==> src/rtl/mul_add_pkg.sv <==
// Shared defaults for the shift-add multiplier-accumulator and its companion divider bench.
// Optional DONE pulse is controlled by MUL_ADD_DONE_EN (see mul_add.sv).
package mul_add_pkg;

    localparam int BW_MPLIER_DEF = 4;
    localparam int BW_MCAND_DEF  = 3;

    // Smallest counter width that can hold n-1; never narrower than one bit.
    function automatic int min_bw_cnt(input int n);
        return (n <= 2) ? 1 : $clog2(n);
    endfunction

endpackage

==> src/rtl/mul_add_if.sv <==
// Operand/result bundle for mul_add. DONE exists only when MUL_ADD_DONE_EN is defined.
interface mul_add_if
    import mul_add_pkg::*;
#(
    parameter int BW_MPLIER = BW_MPLIER_DEF,
    parameter int BW_MCAND  = BW_MCAND_DEF
);
    logic [BW_MCAND-1:0]           MCAND;
    logic [BW_MPLIER-1:0]          MPLIER;
    logic [BW_MCAND-1:0]           ADDEND;
    logic                          START;
    logic [BW_MPLIER+BW_MCAND-1:0] PROD;
    logic                          BUSY;
`ifdef MUL_ADD_DONE_EN
    logic                          DONE;

    modport master (output MCAND, MPLIER, ADDEND, START, input PROD, BUSY, DONE);
    modport slave  (input MCAND, MPLIER, ADDEND, START, output PROD, BUSY, DONE);
`else
    modport master (output MCAND, MPLIER, ADDEND, START, input PROD, BUSY);
    modport slave  (input MCAND, MPLIER, ADDEND, START, output PROD, BUSY);
`endif
endinterface

==> src/rtl/mul_add_step.sv <==
// One shift-add iteration: conditionally add MCAND into the accumulator half, then shift right keeping the carry.
module mul_add_step
    import mul_add_pkg::*;
#(
    parameter int BW_MPLIER = BW_MPLIER_DEF,
    parameter int BW_MCAND  = BW_MCAND_DEF
) (
    input  logic [BW_MPLIER+BW_MCAND-1:0] src,
    input  logic [BW_MCAND-1:0]           mcand,
    output logic [BW_MPLIER+BW_MCAND-1:0] p_next
);
    localparam int BW_P = BW_MPLIER + BW_MCAND;

    logic [BW_MCAND:0] sum;

    assign sum = {1'b0, src[BW_P-1:BW_MPLIER]} + (src[0] ? {1'b0, mcand} : '0);

    // With a one-bit multiplier there are no remaining multiplier bits to shift down.
    if (BW_MPLIER == 1) begin : g_single
        assign p_next = sum;
    end else begin : g_multi
        assign p_next = {sum, src[BW_MPLIER-1:1]};
    end
endmodule

==> src/rtl/mul_add.sv <==
// Sequential PROD = MPLIER*MCAND + ADDEND, one multiplier bit per clock, LSB first.
// Define MUL_ADD_DONE_EN to add a registered one-cycle DONE pulse on completion.
module mul_add
    import mul_add_pkg::*;
#(
    parameter int BW_MPLIER = BW_MPLIER_DEF,
    parameter int BW_MCAND  = BW_MCAND_DEF,
    parameter int BW_CNT    = min_bw_cnt(BW_MPLIER)
) (
    input  logic     CLK,
    input  logic     RSTX,
    mul_add_if.slave bus
);
    localparam int BW_P = BW_MPLIER + BW_MCAND;

    logic [BW_CNT-1:0] cnt;
    logic [BW_P-1:0]   p;
    logic [BW_P-1:0]   src;
    logic [BW_P-1:0]   p_next;
    logic              busy;

    assign busy = (cnt != '0);

    // A START, even mid-operation, restarts from fresh operands in the same cycle.
    assign src = bus.START ? {bus.ADDEND, bus.MPLIER} : p;

    mul_add_step #(
        .BW_MPLIER (BW_MPLIER),
        .BW_MCAND  (BW_MCAND)
    ) u_step (
        .src    (src),
        .mcand  (bus.MCAND),
        .p_next (p_next)
    );

    always_ff @(posedge CLK or negedge RSTX) begin
        if (!RSTX) begin
            cnt <= '0;
            p   <= '0;
        end else begin
            if (bus.START) begin
                cnt <= BW_CNT'(BW_MPLIER - 1);
            end else if (busy) begin
                cnt <= cnt - BW_CNT'(1);
            end
            if (bus.START || busy) begin
                p <= p_next;
            end
        end
    end

    assign bus.PROD = p;
    assign bus.BUSY = busy;

`ifdef MUL_ADD_DONE_EN
    logic done_q;

    // Fires on the last step of an operation; a restart on that edge suppresses it.
    always_ff @(posedge CLK or negedge RSTX) begin
        if (!RSTX) begin
            done_q <= 1'b0;
        end else if (bus.START) begin
            done_q <= (BW_MPLIER == 1);
        end else begin
            done_q <= (cnt == BW_CNT'(1));
        end
    end

    assign bus.DONE = done_q;
`endif
endmodule

==> src/flat_wrapper.sv <==
// flat-port wrapper written by rule: the top's interface ports become plain ports
module mul_add_flat import mul_add_pkg::*;
#(
    parameter int BW_MPLIER = BW_MPLIER_DEF,
    parameter int BW_MCAND  = BW_MCAND_DEF,
    parameter int BW_CNT    = min_bw_cnt(BW_MPLIER)
)
  (CLK, RSTX, bus_MCAND, bus_MPLIER, bus_ADDEND, bus_START, bus_PROD, bus_BUSY);
  mul_add_if #(.BW_MPLIER(BW_MPLIER), .BW_MCAND(BW_MCAND)) bus_i ();
  input  logic CLK;
  input  logic RSTX;
  input wire logic [$bits(bus_i.MCAND)-1:0] bus_MCAND;
  input wire logic [$bits(bus_i.MPLIER)-1:0] bus_MPLIER;
  input wire logic [$bits(bus_i.ADDEND)-1:0] bus_ADDEND;
  input wire logic [$bits(bus_i.START)-1:0] bus_START;
  output wire logic [$bits(bus_i.PROD)-1:0] bus_PROD;
  output wire logic [$bits(bus_i.BUSY)-1:0] bus_BUSY;
  assign bus_i.MCAND = bus_MCAND;
  assign bus_i.MPLIER = bus_MPLIER;
  assign bus_i.ADDEND = bus_ADDEND;
  assign bus_i.START = bus_START;
  assign bus_PROD = bus_i.PROD;
  assign bus_BUSY = bus_i.BUSY;
  mul_add #(.BW_MPLIER(BW_MPLIER), .BW_MCAND(BW_MCAND), .BW_CNT(BW_CNT)) u_core (.CLK(CLK), .RSTX(RSTX), .bus(bus_i));
endmodule
==> config.mk <==
export PLATFORM = sky130hd
export DESIGN_NAME = mul_add_flat
export DESIGN_NICKNAME = d
export VERILOG_FILES = /design/src/rtl/mul_add_pkg.sv /design/src/rtl/mul_add_if.sv /design/src/rtl/mul_add_step.sv /design/src/rtl/mul_add.sv /design/src/flat_wrapper.sv
export SDC_FILE = /design/constraint.sdc
export NUM_CORES = 1
export LEC_CHECK = 0
export ABC_AREA = 0
export BUFFER_PORTS_ARGS = -buffer_cell sky130_fd_sc_hd__buf_2
export CAP_MARGIN = 20
export CORE_MARGIN = 2
export CORE_UTILIZATION = 40
export DETAILED_ROUTE_END_ITERATION = 16
export PLACE_DENSITY = 0.7
export SETUP_SLACK_MARGIN = 0.3
export SLEW_MARGIN = 20
export SYNTH_ARGS = -nofsm -noshare
export SYNTH_HDL_FRONTEND = slang
export SYNTH_SLANG_ARGS = --single-unit
==> constraint.sdc <==
create_clock -name CLK -period 1.6 [get_ports CLK]
set_input_delay 0.32 -clock CLK [delete_from_list [all_inputs] [get_ports CLK]]
set_output_delay 0.32 -clock CLK [all_outputs]
set_load 0.03 [all_outputs]
==> out/metrics.yaml <==
num_rows: 13
dp_cells: 90
relSlewSlack: 0.8552
diodes: 0
cts-htree-levels: 1
rrSetupSlack_ps: 60
crit_path_end_kind: "flip-flop"
area_growth_pct: 50.66
drtIter0Drc: 9
grt_use_total: 0.1632
grt_pass1_wl_um: 2125
finalSetupViolCount: 0
synth-seq-area-share: 0.3965
dr_wl_met3_um: 48
met1Wirelength_um: 521
seqPwrFrac: 0.328
clkPwrFrac: 0.167
worstHoldPathType: "input port to flip-flop"
slowest_delay_ps: 420
intPower_mw: 0.6470
powerDensity_nw_per_um2: 1250
r2r_end: "u_core.bus.PROD[4]"
drt-wirelength-per-cell_um: 12.41
ys_ff_latch: 9
placed_area_um2: 720.7
stdcell_area_um2: 855.8
dieArea_um2: 1738
ys_types: 19
final_net_count: 104
fin_crit_sh: 0.9601
p_sw_mw: 0.4225
synth_edf_count: 0
cp_max_fo: 3
dp_hpwl_um: 905.5
gr-total-overflow: 0
first_pass_iters: 5
hold_violations: 0
die_h_um: 41.69
cts_inserted_buffers: 3
syn_area_um2: 568.0
grt_max_degree: 10
first_global_vias: 480
worst_pin_slew_ps: 217.2
drive_gt1_frac: 0.6235
core_area_um2: 1318
synthFlopType: "dfrtp_1"
postLayoutCoreUtil: 0.6496
cts.reportedPaths.clkPinSlew_ps: 70
min_path_cells: 3
path_class: "flip-flop to flip-flop"
numPortBuffers: 20
async_reset_ff_frac: 1.000
critPathLaunchType: "flip-flop"
drc: 0
p_comb_frac: 0.505
syn_nets: 72
io-pin-count: 21
maxUsedRoutingLayer: "met3"
leakage_nw: 0.4246
gp_congestion: 0.7132
fin_cells: 100
max_freq_mhz: 651.0
clkLatencyLatePin_ps: 260
slowest_stage: "dfrtp_2"
antenna_found_initial: 0
initial_utilization: 0.4311
via_per_inst: 4.860
worst_hold_startpoint: "bus_MPLIER[1]"
finalWirelength_um: 1241
worstPathCellList: "mux2_4, ha_4, inv_2, fa_2, a21oi_2"
ant_nets: 0
grt_setup_unrepaired: "true"
wl_met2_um: 671
status: "completed"
p_total_mw: 1.069
vias: 486
hold_end: "u_core.bus.PROD[0]"
yosysWarningCount: 0
whs_ps: 275.2
crit_required_ps: 1790
cts_tree: "built"
maxSlewViolCount: 0
clk_path_buf_depth: 2
clockRootBuffer: "clkbuf_4"
netlist_instances: 54
swShare: 0.3950
chipWidth_um: 41.69
max-vdd-ir-drop_uv: 731.9
r2r_start: "u_core.bus.PROD[4]"
clock_sinks: 9
period_minus_slack_ps: 1536
clock-skew-final_ps: 3.414
avgSynthCellArea_um2: 10.52
reg2reg_depth: 5
timing.max_cap.violations: 0
arrival_ps: 1730
==> critical path: cells and delay by family (launching register included) <==
family | cells | cell delay (ps)
mux | 1 | 290
buf+inv | 1 | 50
compound gates | 1 | 120
fa+ha+maj | 2 | 580
flops | 1 | 420
==> cells in the final DEF, fill, tap and decap left out, drive strengths merged, types with 2 or more instances in the layout <==
cell and instances:
clkbuf 4, nor2b 2, mux2i 5, nor2 4
dfrtp 9, buf 29, a21oi 4, nand2b 3
nand2 3, inv 6, xor2 2, o21ai 3
mux2 3, ha 4
==> how the worst max path moves through the flow <==
stage,startpoint,endpoint,slack [ps],cells after the start
floorplan,u_core.bus.PROD[0],u_core.bus.PROD[4],2,6
global placement,bus_START,u_core.bus.PROD[5],-60,7
detailed placement,bus_START,u_core.bus.PROD[5],-90,8
CTS,u_core.bus.PROD[4],u_core.bus.PROD[4],80,5
global route,u_core.bus.PROD[4],u_core.bus.PROD[4],20,5
finish,u_core.bus.PROD[4],u_core.bus.PROD[4],60,5
==> synth_stat cells (2+ instances only) <==
| library cell | n | area [um2] |
|---|---|---|
| a21oi_1 | 4 | 20.02 |
| buf_6 | 2 | 22.52 |
| dfrtp_1 | 9 | 225.2 |
| ha_1 | 4 | 50.05 |
| inv_1 | 6 | 22.52 |
| mux2_2 | 2 | 22.52 |
| mux2i_1 | 5 | 50.05 |
| nand2_1 | 3 | 11.26 |
| nand2b_1 | 2 | 12.51 |
| nor2_1 | 4 | 15.01 |
| nor2b_1 | 2 | 12.51 |
| o21ai_0 | 3 | 15.01 |
| xor2_1 | 2 | 17.52 |
==> power by group through the flow <==
| stage | clock network (mW) | logic [mW] | registers (mW) |
|---|---|---|---|
| final | 0.179 | 0.540 | 0.350 |
| after global routing | 0.197 | 0.589 | 0.357 |
| after CTS | 0.185 | 0.506 | 0.349 |
| after detailed placement | 0 | 0.447 | 0.351 |
| after global placement | 0 | 0.433 | 0.347 |
| after floorplan | 0 | 0.221 | 0.450 |
==> final cells by class <==
type                    instances  area, um2
clock buffers                   4      26.28
fillers                       114      461.7
inverters                       6      22.52
multi-input cells              36      366.6
flip-flops and latches          9      227.7
well taps                      15      18.77
repair buffers                 30      193.9
==> kinds of logic (layout without fill, tap and decap cells) <==
kind of cell             after synthesis  count (layout)  share of synthesized area
AO/OA/AOI/OAI                          9               9                    0.09251
XOR/XNOR                               2               2                    0.03084
adder cells (fa/ha/maj)                5               5                     0.1234
buffers and inverters                  9              40                    0.08809
flip-flops                             9               9                     0.3965
multiplexers                           8               8                     0.1542
AND/OR/NAND/NOR                       12              12                     0.1145
==> through the flow <==
step	TNS, ps	setup WS [ps]
after CTS	0	75.82
final	0	63.79
after floorplan	0	2.334
after detailed placement	-234.7	-94.32
after global placement	-142.4	-56.21
after global routing	0	16.08
==> timing repair <==
item                                   in CTS  in global routing
buffers inserted                            2                  3
endpoints found under the hold margin       9                  0
resized for setup                           9                  9
hold buffers                                1                  0
pin swaps                                   3                  1
setup endpoints to repair                   9                  6
==> sequential cells by signal, indices dropped and copies added, names as in the netlist <==
register         count
u_core.cnt           2
u_core.bus.PROD      7
==> metal layers <==
layer  track usage  up-vias
met5             0        -
met4       0.07742        0
met3       0.04348        0
met2        0.2719       14
met1        0.1934      233
li1              -      239
Note: power is estimated with default switching activity, not from simulation.
